File: config.mk
export PLATFORM = sky130hd
export DESIGN_NAME = adder_rr_scheduler_flat
export DESIGN_NICKNAME = d
export VERILOG_FILES = /design/src/rtl/adder_rr_scheduler_if.sv /design/src/rtl/adder_rr_scheduler.sv /design/src/flat_wrapper.sv
export SDC_FILE = /design/constraint.sdc
export NUM_CORES = 1
export LEC_CHECK = 0
export BUFFER_PORTS_ARGS = -buffer_cell sky130_fd_sc_hd__clkbuf_2
export CORE_AREA = 2 2 156 158
export CTS_BUF_LIST = sky130_fd_sc_hd__clkbuf_4 sky130_fd_sc_hd__clkbuf_8
export CTS_CLUSTER_DIAMETER = 150
export DETAILED_ROUTE_END_ITERATION = 12
export DIE_AREA = 0 0 158 160
export PLACE_DENSITY_LB_ADDON = 0.12
export SYNTH_ARGS = -nofsm -noshare
export SYNTH_HDL_FRONTEND = slang
export SYNTH_SLANG_ARGS = --single-unit
File: constraint.sdc
create_clock -name clk -period 2.6 [get_ports clk]
set_input_delay 0.39 -clock clk [delete_from_list [all_inputs] [get_ports clk]]
set_output_delay 0.39 -clock clk [all_outputs]
set_load 0.05 [all_outputs]
File: src/rtl/adder_rr_scheduler_if.sv
// Request and response channels of the shared-adder scheduler.
// Master drives operands and consumes results; slave is the scheduler itself.
interface adder_rr_scheduler_if #(
    parameter int NREQ  = 4,
    parameter int WIDTH = 32
);
    localparam int IDW = $clog2(NREQ);

    logic [NREQ-1:0]       req_valid;
    logic [NREQ-1:0]       req_ready;
    logic [NREQ*WIDTH-1:0] req_a;
    logic [NREQ*WIDTH-1:0] req_b;
    logic [NREQ-1:0]       req_cin;
    logic                  rsp_valid;
    logic                  rsp_ready;
    logic [IDW-1:0]        rsp_id;
    logic [WIDTH-1:0]      rsp_sum;
    logic                  rsp_cout;

    modport master (
        output req_valid, req_a, req_b, req_cin, rsp_ready,
        input  req_ready, rsp_valid, rsp_id, rsp_sum, rsp_cout
    );

    modport slave (
        input  req_valid, req_a, req_b, req_cin, rsp_ready,
        output req_ready, rsp_valid, rsp_id, rsp_sum, rsp_cout
    );
endinterface

File: src/rtl/adder_rr_scheduler.sv
// Round-robin time-sharing of one external combinational adder among NREQ requesters.
//   state  | meaning
//   IDLE   | waiting for a request; grants one per cycle, searching upward from ptr+1
//   ADD    | operand registers drive the shared adder; its result is captured at the edge
//   RESP   | result held on the response channel until rsp_ready
module adder_rr_scheduler #(
    parameter int NREQ  = 4,
    parameter int WIDTH = 32
) (
    input  logic               clk,
    input  logic               rst,
    adder_rr_scheduler_if.slave bus,
    output logic [WIDTH-1:0]   add_in1,
    output logic [WIDTH-1:0]   add_in2,
    output logic               add_cin,
    input  logic [WIDTH-1:0]   add_sout,
    input  logic               add_cout,
    output logic               busy
);
    localparam int IDW = $clog2(NREQ);

    typedef enum logic [1:0] {S_IDLE, S_ADD, S_RESP} state_t;

    state_t           state;
    logic [IDW-1:0]   ptr;
    logic [WIDTH-1:0] op_a;
    logic [WIDTH-1:0] op_b;
    logic             op_cin;
    logic [IDW-1:0]   id_q;
    logic [WIDTH-1:0] sum_q;
    logic             cout_q;
    logic             rsp_valid_q;
    logic             grant_vld;
    logic [IDW-1:0]   grant_idx;

    // Cyclic priority search: the first hit starting just after the last winner.
    always_comb begin
        grant_vld = 1'b0;
        grant_idx = '0;
        for (int k = 1; k <= NREQ; k++) begin
            if (!grant_vld && bus.req_valid[IDW'((int'(ptr) + k) % NREQ)]) begin
                grant_vld = 1'b1;
                grant_idx = IDW'((int'(ptr) + k) % NREQ);
            end
        end
    end

    always_ff @(posedge clk) begin
        if (rst) begin
            state       <= S_IDLE;
            ptr         <= IDW'(NREQ - 1);
            op_a        <= '0;
            op_b        <= '0;
            op_cin      <= 1'b0;
            id_q        <= '0;
            sum_q       <= '0;
            cout_q      <= 1'b0;
            rsp_valid_q <= 1'b0;
        end else begin
            case (state)
                S_IDLE: begin
                    if (grant_vld) begin
                        op_a   <= bus.req_a[grant_idx*WIDTH +: WIDTH];
                        op_b   <= bus.req_b[grant_idx*WIDTH +: WIDTH];
                        op_cin <= bus.req_cin[grant_idx];
                        id_q   <= grant_idx;
                        ptr    <= grant_idx;
                        state  <= S_ADD;
                    end
                end
                S_ADD: begin
                    sum_q       <= add_sout;
                    cout_q      <= add_cout;
                    rsp_valid_q <= 1'b1;
                    state       <= S_RESP;
                end
                S_RESP: begin
                    if (bus.rsp_ready) begin
                        rsp_valid_q <= 1'b0;
                        state       <= S_IDLE;
                    end
                end
                default: state <= S_IDLE;
            endcase
        end
    end

    // Strobe depends only on registered state and req_valid, never on rsp_ready.
    assign bus.req_ready = (state == S_IDLE && grant_vld) ? (NREQ'(1) << grant_idx) : '0;

    assign add_in1       = op_a;
    assign add_in2       = op_b;
    assign add_cin       = op_cin;
    assign bus.rsp_valid = rsp_valid_q;
    assign bus.rsp_id    = id_q;
    assign bus.rsp_sum   = sum_q;
    assign bus.rsp_cout  = cout_q;
    assign busy          = (state != S_IDLE);
endmodule

File: src/flat_wrapper.sv
// flat-port wrapper written by rule: the top's interface ports become plain ports
module adder_rr_scheduler_flat 
#(
    parameter int NREQ  = 4,
    parameter int WIDTH = 32
)
  (clk, rst, add_in1, add_in2, add_cin, add_sout, add_cout, busy, bus_req_valid, bus_req_a, bus_req_b, bus_req_cin, bus_rsp_ready, bus_req_ready, bus_rsp_valid, bus_rsp_id, bus_rsp_sum, bus_rsp_cout);
  adder_rr_scheduler_if #(.NREQ(NREQ), .WIDTH(WIDTH)) bus_i ();
  input  logic clk;
  input  logic rst;
  output logic [WIDTH-1:0] add_in1;
  output logic [WIDTH-1:0] add_in2;
  output logic add_cin;
  input  logic [WIDTH-1:0] add_sout;
  input  logic add_cout;
  output logic busy;
  input wire logic [$bits(bus_i.req_valid)-1:0] bus_req_valid;
  input wire logic [$bits(bus_i.req_a)-1:0] bus_req_a;
  input wire logic [$bits(bus_i.req_b)-1:0] bus_req_b;
  input wire logic [$bits(bus_i.req_cin)-1:0] bus_req_cin;
  input wire logic [$bits(bus_i.rsp_ready)-1:0] bus_rsp_ready;
  output wire logic [$bits(bus_i.req_ready)-1:0] bus_req_ready;
  output wire logic [$bits(bus_i.rsp_valid)-1:0] bus_rsp_valid;
  output wire logic [$bits(bus_i.rsp_id)-1:0] bus_rsp_id;
  output wire logic [$bits(bus_i.rsp_sum)-1:0] bus_rsp_sum;
  output wire logic [$bits(bus_i.rsp_cout)-1:0] bus_rsp_cout;
  assign bus_i.req_valid = bus_req_valid;
  assign bus_i.req_a = bus_req_a;
  assign bus_i.req_b = bus_req_b;
  assign bus_i.req_cin = bus_req_cin;
  assign bus_i.rsp_ready = bus_rsp_ready;
  assign bus_req_ready = bus_i.req_ready;
  assign bus_rsp_valid = bus_i.rsp_valid;
  assign bus_rsp_id = bus_i.rsp_id;
  assign bus_rsp_sum = bus_i.rsp_sum;
  assign bus_rsp_cout = bus_i.rsp_cout;
  adder_rr_scheduler #(.NREQ(NREQ), .WIDTH(WIDTH)) u_core (.clk(clk), .rst(rst), .bus(bus_i), .add_in1(add_in1), .add_in2(add_in2), .add_cin(add_cin), .add_sout(add_sout), .add_cout(add_cout), .busy(busy));
endmodule
==> results of run 1 <==
==> how the worst max path moves through the flow <==
stage | from | to | slack, ns | cells after the start
floorplan | bus_req_valid[3] | bus_req_ready[0] | 0.25 | 5
global placement | bus_req_valid[1] | bus_req_ready[1] | 0.43 | 7
detailed placement | bus_req_valid[1] | bus_req_ready[1] | 0.42 | 7
CTS | u_core.ptr[1] | bus_req_ready[1] | 0.13 | 5
global route | u_core.ptr[1] | bus_req_ready[1] | 0.06 | 5
finish | u_core.ptr[1] | bus_req_ready[1] | 0.18 | 5
==> per-stage QoR <==
step,worst slack (ns),power (uW)
floorplan,0.251,3860
global placement,0.431,4640
detailed placement,0.421,4660
CTS,0.131,5800
global route,0.0568,6040
finish,0.178,5730
==> cells in the mapped netlist (all sizes together) <==
master	n	area, um^2
inv	1	3.75
clkbuf	48	180
buf	37	245
o21ai	3	15.0
nand2	133	499
nor2	14	55.1
o31ai	65	488
or3	1	11.3
and2b	1	10.0
o22ai	1	12.5
nand3	1	5.00
nand4	65	407
mux2i	65	651
a21o	2	22.5
a211oi	1	7.51
o211ai	65	738
a21bo	65	651
o21a	2	15.0
or2	1	6.26
dfxtp	105	2100
a2111oi	1	27.5
nor2b	2	12.5
nand2b	4	25.0
nor3	4	31.3
a21oi	39	195
o21bai	1	7.51
==> routing by layer <==
layer / routed length [um] / part of all wire (%) / track usage (%)
met1: 10800 / 41 / 23.9
met2: 13000 / 49 / 35.0
met3: 1910 / 7.2 / 4.15
met4: 676 / 2.6 / 7.58
met5: 0 / 0 / 0
==> cell type report <==
type / instances / area [um^2] / area share [%]
flip-flops and latches: 105 / 2100 / 23.5
well taps: 324 / 405 / 4.52
repair buffers: 429 / 2280 / 25.5
diodes: 1 / 2.50 / 0.0279
clock buffers: 9 / 124 / 1.38
multi-input cells: 536 / 3950 / 44.1
inverters: 1 / 3.75 / 0.0419
clock inverters: 7 / 93.8 / 1.05
==> power by group <==
part / internal [uW] / total (uW) / switching, uW
Combinational: 840 / 2620 / 1780
Clock: 397 / 1130 / 735
Sequential: 1840 / 1980 / 137
Total: 3080 / 5730 / 2650
==> registers in the layout (all words and copies together), names as in the netlist <==
name                  count
u_core.add_cin            1
u_core.add_in1           32
u_core.add_in2           32
u_core.bus.rsp_cout       1
u_core.bus.rsp_id         2
u_core.bus.rsp_sum       32
u_core.bus.rsp_valid      1
u_core.ptr                2
u_core.state              2
==> layout by cell type (no fill, tap or decap), types with 2 or more instances in the layout <==
master,synthesis,final
o21ai_4,0,2
o211ai_1,15,15
a21oi_1,39,38
nor2_1,13,12
clkinv_4,0,2
clkbuf_8,0,9
nor3_2,0,2
dfxtp_1,105,105
a21bo_1,65,65
mux2i_1,65,65
nand2_1,133,133
o21a_2,0,2
o31ai_1,65,65
buf_4,4,18
nand4_1,65,65
o211ai_2,50,50
clkinv_8,0,3
buf_12,0,6
clkbuf_2,0,405
nand2b_1,4,4
==> critical path: stages (launching register included) <==
cell and delay (ns):
dfxtp_1 0.63, o21a_2 0.30, nor3_4 0.07, buf_4 0.16, nor3_2 0.17, clkbuf_2 0.31
==> cells by family (layout without fill, tap and decap cells) <==
kind of cell / Yosys count / in the layout / share of synthesized area [%]
flops: 105 / 105 / 32.7
simple gates: 226 / 226 / 16.5
other cells: 0 / 1 / 0
buf+inv: 86 / 446 / 6.68
compound gates: 245 / 245 / 33.9
mux: 65 / 65 / 10.1
==> impl_metrics.csv, run 1 <==
group,metric,value,unit
cts,clk_pin_slew,0.13,ns
cts,clock-sinks,105,
place,dp_hpwl,19000,um
cells_and_area,fin_cells,1412,
cells_and_area,post-route-util,37.6,%
die,die_h,160,um
sta,rsz0062_at_grt,"no",
sta,setup_tns,0,ns
cts,cts_buffer_depth,2,
min_path,hp-class,"in -> reg",
global_routing,grt_pass1_wl,39400,um
route,vias,6961,
yosys,postSynthAreaPerCell,8.84,um^2
cts,cts_buffers,9,
setup_path,rrSetupSlack,0.59,ns
place,io_buffers,405,
route,dr.pass1.iters,7,
die,die_x,158,um
sta,finalHoldWorstSlack,0.186,ns
cells_and_area,fillCellCount,2558,
min_path,min_to,"u_core.bus.rsp_sum[22]",
route,route.detailed.drc,0,
cells_and_area,final_nets,1382,
min_path,hold_start,"add_sout[22]",
route,drt_iter0_markers,349,
global_routing,gr-total-overflow,0,
die,start_util,27.0,%
pwr,p_per_area,639,mW/mm^2
setup_path,rr_endpoint,"u_core.add_in2[8]",
cts,clk_latency,0.40,ns
yosys,yosysWarnings,0,
cells_and_area,layout-drive-gt1-share,47.1,%
cts,cts-root-buf,"clkbuf_8",
global_routing,grt_pass1_vias,7074,
setup_path,crit_required,2.21,ns
route,post_drt_wl_per_cell,18.7,um
setup_path,arrival,2.03,ns
sta,setup_viol,0,
route,finalWirelength,26400,um
yosys,syn_area,0.00642,mm^2
cts,cts_max_level,3,
setup_path,critical_path.max_fanout,8,
setup_path,startpoint_type,"flop",
cts,cts_hold_buf,0,
global_routing,grt_max_degree,66,
cts,cts_tree,"yes",
yosys,synth_cells,727,
route,viasPerCell,4.93,
cts,post_cts_resize_count,0,
setup_path,end_kind,"output port",
setup_path,worstRegToRegCells,5,
sta,fmax,413,MHz
min_path,hold_depth,3,
yosys,ys_types,33,
flow_run,maxCapViolations,0,
cells_and_area,design_area,0.00896,mm^2
pwr,vdd_drop_max,0.304,mV
place,dp_cells,1395,
route,ant_nets,0,
die,die-area,0.0253,mm^2
die,core,0.0238,mm^2
sta,skew,0.0211,ns
yosys,yosys_register_bits,105,
place,gp_congestion,0.764,
cells_and_area,syn_to_final_growth,39.5,%
sta,slew_viol_final,0,
place,placedInstanceArea,0.00874,mm^2
global_routing,grt_use_total,20.0,%
yosys,ys_seq_area_share,32.7,%
cts,cts_setup_buffers,0,
pwr,leakagePower,0.00442,uW
setup_path,path_class,"reg -> out",
die,pin_count,406,
sta,finalCriticalPeriod,2.42,ns
die,rows,57,
sta,tightest_slew,0.566,ns
sta,fin_crit_sh,93.1,%
run_status,outcome,"finished clean",
setup_path,timing.rr.start,"u_core.ptr[1]",
global_routing,antenna_found_initial,1,
sta,slew_headroom,62.3,%
yosys,syn_nets,1027,
sta,hold_viol,0,
Power figures use the tool's default switching activity.
==> run 2: changes to the inputs <==
==> constraint.sdc (replaced) <==
create_clock -name clk -period 3.1 [get_ports clk]
set_input_delay 0.465 -clock clk [delete_from_list [all_inputs] [get_ports clk]]
set_output_delay 0.465 -clock clk [all_outputs]
set_load 0.05 [all_outputs]
==> impl_metrics.csv, run 2 (synthesized netlist as in run 1, its figures left out) <==
group,metric,value,unit
cts,cts_tree,"yes",
setup_path,crit_chain,"o22ai_2 -> a21oi_1 -> nand2b_1 -> nor2_1 -> clkbuf_2",
cts,cts-root-buf,"clkbuf_8",
die,start_util,27.0,%
die,die_x,158,um
die,core,0.0238,mm^2
sta,slew_viol_final,0,
setup_path,crit_required,2.63,ns
die,pin_count,406,
global_routing,grt_use_total,20.7,%
cells_and_area,multi_input_comb_area,0.00394,mm^2
min_path,hp-class,"in -> reg",
die,die-area,0.0253,mm^2
cts,cts_buffers,9,
pwr,swShare,46.3,%
cts,cts_hold_buf,0,
sta,fmax,383,MHz
global_routing,grt_pass1_wl,40400,um
setup_path,path_class,"reg -> out",
cts,clk_latency,0.41,ns
global_routing,antenna_found_initial,1,
setup_path,cp_slowest_stage_delay,0.65,ns
setup_path,startpoint_type,"flop",
global_routing,gr-total-overflow,0,
cts,cts_max_level,3,
min_path,min_to,"u_core.bus.rsp_sum[22]",
pwr,p_per_area,538,mW/mm^2
flow_run,maxCapViolations,0,
setup_path,timing.rr.start,"u_core.ptr[0]",
cells_and_area,final_cell_mix,"clkbuf_2 (405), nand2_1 (133), dfxtp_1 (105)",
pwr,pwr-share-clk,19.7,%
cells_and_area,final_nets,1375,
route,viasPerCell,4.95,
sta,skew,0.0265,ns
sta,slew_headroom,38.7,%
cells_and_area,post-route-util,37.1,%
cells_and_area,fillCellCount,2600,
global_routing,grt_pass1_vias,7048,
cells_and_area,regArea,0.00210,mm^2
cells_and_area,layout-drive-gt1-share,46.6,%
pwr,sequentialPowerShare,34.9,%
pwr,vdd_drop_max,0.211,mV
route,route.detailed.drc,0,
route,vias,6954,
setup_path,cp_slowest_cell,"dfxtp_1",
sta,tightest_slew,0.920,ns
sta,finalCriticalPeriod,2.61,ns
sta,setup_tns,0,ns
cts,clk_pin_slew,0.13,ns
cts,cts_setup_buffers,0,
route,ant_nets,0,
setup_path,arrival,2.15,ns
setup_path,worstSetupStartpoint,"u_core.ptr[1]",
setup_path,rr_endpoint,"u_core.add_in1[16]",
sta,rsz0062_at_grt,"no",
cts,clock-sinks,105,
cells_and_area,syn_to_final_growth,37.7,%
place,io_buffers,405,
min_path,hold_start,"add_sout[22]",
cts,post_cts_resize_count,0,
sta,hold_viol,0,
route,drt_iter0_markers,326,
pwr,p_sw,2200,uW
setup_path,end_kind,"output port",
setup_path,rrSetupSlack,0.83,ns
sta,setup_viol,0,
cells_and_area,layout_commonest_cell,"clkbuf_2",
die,rows,57,
cts,cts_buffer_depth,2,
route,dr.pass1.iters,4,
place,gp_congestion,0.774,
pwr,combPwrFrac,45.4,%
place,dp_hpwl,18600,um
sta,fin_crit_sh,84.3,%
min_path,hold_depth,3,
die,die_h,160,um
setup_path,worstRegToRegCells,6,
pwr,leakagePower,0.00437,uW
run_status,outcome,"finished clean",
global_routing,grt_max_degree,66,
pwr,p_int,2550,uW
route,post_drt_wl_per_cell,19.4,um
setup_path,critical_path.max_fanout,8,
route,finalWirelength,27300,um
[run 2: changes by cell type in the layout (fill, tap and decap cells not counted)]
| cell | previous run | this run |
|---|---|---|
| buf_4 | 18 | 15 |
| inv_8 | 1 | 2 |
| nor3_1 | 1 | 3 |
| nor3_2 | 2 | 0 |
| buf_12 | 6 | 2 |
| clkinv_8 | 3 | 2 |
[run 2: cell type report]
cell class	instances	area share, %
Inverter	1	0.0424
Tap cell	324	4.58
Multi-Input combinational cell	536	44.5
Antenna cell	1	0.0283
Clock buffer	9	1.40
Timing Repair Buffer	422	24.6
Sequential cell	105	23.8
Clock inverter	7	1.00
[run 2: worst max path at each step]
stage | to | slack [ns] | cells past startpoint
CTS | bus_req_ready[1] | 0.40 | 5
global route | bus_req_ready[1] | 0.33 | 5
finish | bus_req_ready[3] | 0.49 | 5
detailed placement | u_core.add_in1[16] | 0.53 | 7
floorplan | bus_req_ready[0] | 0.20 | 5
global placement | u_core.add_in1[9] | 0.61 | 7
[run 2: critical path, delay by kind of cell, from the launching register on]
family | cells | cell delay, ns
buffers and inverters | 1 | 0.29
AO/OA/AOI/OAI | 2 | 0.52
flip-flops | 1 | 0.65
AND/OR/NAND/NOR | 2 | 0.31
[run 2: power by group through the flow]
stage               Sequential (uW)  Combinational, uW  Clock, uW
floorplan                      2330                910          0
global placement               1680               2170          0
detailed placement             1690               2180          0
CTS                            1660               2180       1000
global route                   1680               2300       1040
finish                         1660               2160        939
[run 2: routing by layer]
layer / routed length (um) / vias up / track usage (%)
li1: - / 3413 / -
met1: 11400 / 3230 / 25.0
met2: 13000 / 278 / 35.6
met3: 2270 / 33 / 5.94
met4: 622 / 0 / 6.02
met5: 0 / - / 0
[run 2: per-stage QoR]
step                setup slack (ns)  cell area [um^2]  hold WS (ns)  total power, uW  cells
floorplan                      0.196              6420         0.465             3240    727
global placement               0.606              8630         0.443             3850   1388
detailed placement             0.527              8630         0.449             3870   1388
CTS                            0.400              8840         0.228             4840   1404
global route                   0.328              8850         0.243             5020   1405
finish                         0.488              8850         0.270             4760   1405
==> run 3: changes to the inputs <==
--- a/config.mk
+++ b/config.mk
@@ -5,6 +5,7 @@
 export SDC_FILE = /design/constraint.sdc
 export NUM_CORES = 1
 export LEC_CHECK = 0
+export ABC_AREA = 1
 export BUFFER_PORTS_ARGS = -buffer_cell sky130_fd_sc_hd__clkbuf_2
 export CORE_AREA = 2 2 156 158
 export CTS_BUF_LIST = sky130_fd_sc_hd__clkbuf_4 sky130_fd_sc_hd__clkbuf_8
==> constraint.sdc (replaced) <==
create_clock -name clk -period 2.7 [get_ports clk]
set_input_delay 0.405 -clock clk [delete_from_list [all_inputs] [get_ports clk]]
set_output_delay 0.405 -clock clk [all_outputs]
set_load 0.05 [all_outputs]
==> impl_metrics.csv, run 3 <==
group,metric,value,unit
cts,cts_hold_buf,0,
pwr,p_per_area,1590,mW/mm^2
setup_path,worstRegToRegCells,15,
global_routing,grt_pass1_vias,7687,
yosys,synth.most_common_cell,"nand2_1",
global_routing,gr-total-overflow,0,
yosys,ys_top_cells_by_area,"dfxtp_1 (31%), nand2_1 (18%), nand3_1 (16%), nor2_1 (15%), inv_1 (10%)",
place,dp_hpwl,19300,um
route,vias,8347,
global_routing,grt-busiest-layer,"met2",
sta,setup_viol,0,
yosys,syn_area,0.00681,mm^2
cells_and_area,layout-drive-gt1-share,28.7,%
yosys,synth_top_area_cell,"dfxtp_1",
cells_and_area,final_nets,1879,
flow_run,maxCapViolations,0,
min_path,hold_start,"bus_rsp_ready",
global_routing,use_met1,24.8,%
setup_path,arrival,2.15,ns
sta,tightest_slew,0.962,ns
route,post_drt_wl_per_cell,13.7,um
route,route.detailed.drc,0,
cts,cts_buffers,9,
cells_and_area,syn_to_final_growth,36.1,%
yosys,ys_types,24,
setup_path,worstSetupStartpoint,"u_core.ptr[0]",
sta,fmax,391,MHz
global_routing,grt_use_total,20.2,%
die,rows,57,
die,start_util,28.6,%
setup_path,end_kind,"output port",
setup_path,startpoint_type,"flop",
die,pin_count,406,
pwr,vdd_drop_max,1.70,mV
global_routing,grt_pass1_wl,40300,um
pwr,leakagePower,0.00572,uW
route,dr.pass1.iters,5,
cts,cts-root-buf,"clkbuf_8",
sta,skew,0.0110,ns
global_routing,use_met2,34.9,%
setup_path,critical_path.max_fanout,10,
cts,clk_pin_slew,0.13,ns
die,die_x,158,um
setup_path,crit_required,2.30,ns
run_status,outcome,"finished clean",
yosys,synthFlopType,"dfxtp_1",
sta,slew_viol_final,0,
sta,fin_crit_sh,94.8,%
route,viasPerCell,4.37,
yosys,ys_seq_area_share,30.9,%
min_path,hold_depth,2,
min_path,hp-class,"in -> reg",
yosys,syn_nets,1522,
cts,cts_max_level,3,
setup_path,path_class,"reg -> out",
cells_and_area,layout_commonest_cell,"clkbuf_2",
setup_path,timing.rr.start,"u_core.ptr[0]",
die,die-area,0.0253,mm^2
cts,cts_tree,"yes",
cts,clock-sinks,105,
cells_and_area,n_antenna_cell,0,
yosys,synth_common_cells,"nand2_1 (325), nor2_1 (264), nand3_1 (212)",
yosys,yosys.area.top_type_share,30.9,%
place,gp_congestion,0.873,
die,die_h,160,um
yosys,postSynthAreaPerCell,5.57,um^2
sta,rsz0062_at_grt,"yes",
yosys,yosysWarnings,0,
die,core,0.0238,mm^2
cts,cts_buffer_depth,2,
yosys,synth_cells,1222,
sta,hold_viol,0,
route,finalWirelength,26200,um
cts,clk_latency,0.40,ns
route,ant_nets,0,
place,io_buffers,405,
sta,finalCriticalPeriod,2.56,ns
sta,slew_headroom,35.5,%
place,placedInstanceArea,0.00902,mm^2
global_routing,grtUsageMet3,5.51,%
yosys,async_flop_share,0,%
cells_and_area,design_area,0.00926,mm^2
cells_and_area,final_cell_mix,"clkbuf_2 (400), nand2_1 (325), nor2_1 (263)",
global_routing,antenna_found_initial,0,
pwr,total_power,14700,uW
yosys,synth-edff-count,0,
yosys,yosys_register_bits,105,
route,drt_iter0_markers,725,
global_routing,grt_max_degree,78,
run 3: power breakdown:
group / leakage (uW) / switching, uW / total (uW) / internal (uW)
Sequential: 0.000871 / 323 / 2510 / 2190
Combinational: 0.00474 / 7980 / 11100 / 3120
Clock: 0.000106 / 708 / 1090 / 381
run 3: final cells by class:
class,instances,area [um^2]
multi-input combinational,850,3590
inverter,191,721
timing repair buffer,422,2220
clock buffer,9,124
sequential,105,2110
clock inverter,7,91.3
tap,324,405
fill,2778,14600
run 3: cell families after synthesis:
logic type / after synthesis / share of synthesized area (%)
and+or+nand+nor: 809 / 49.2
DFF: 105 / 30.9
AOI/OAI and AO/OA: 41 / 3.14
buffers and inverters: 267 / 16.8
run 3: worst max-delay path, cell delays in order (launching register included):
cell     delay [ns]
dfxtp_4        0.41
inv_4          0.10
nand2_1        0.06
nand2_1        0.09
nand2_1        0.07
nand2_1        0.14
inv_1          0.09
nand2_1        0.09
nand2_1        0.09
nand2_2        0.14
nand2_1        0.11
nor2_1         0.15
buf_6          0.18
run 3: repair_timing:
action,in CTS,in global routing
setup buffers,0,0
resized for setup,3,11
endpoints found under the setup margin,4,4
run 3: path summary, 6_finish.rpt:
kind	endpoint	slack (ns)
max	bus_req_ready[1]	0.14
min	u_core.bus.rsp_valid	0.18
max reg2reg	u_core.add_in2[6]	0.39
min reg2reg	u_core.bus.rsp_id[0]	0.49
run 3: routing by layer:
layer  wire (um)  share of wire, %
met2       12600                48
met1       10900                42
met5           0                 0
met4         378               1.4
met3        2280               8.7
run 3: stage by stage:
stage | std cells | TNS (ns) | util [%] | setup WS, ns | hold WS (ns)
6_report | 1908 | 0 | 38.9 | 0.141 | 0.182
5_1_grt | 1908 | -0.0526 | 38.9 | -0.0394 | 0.154
4_1_cts | 1908 | 0 | 38.8 | 0.000688 | 0.155
3_5_place_dp | 1892 | 0 | 37.9 | 0.286 | 0.471
3_3_place_gp | 1892 | 0 | 37.9 | 0.306 | 0.465
2_1_floorplan | 1222 | 0 | - | 0.0621 | 0.500
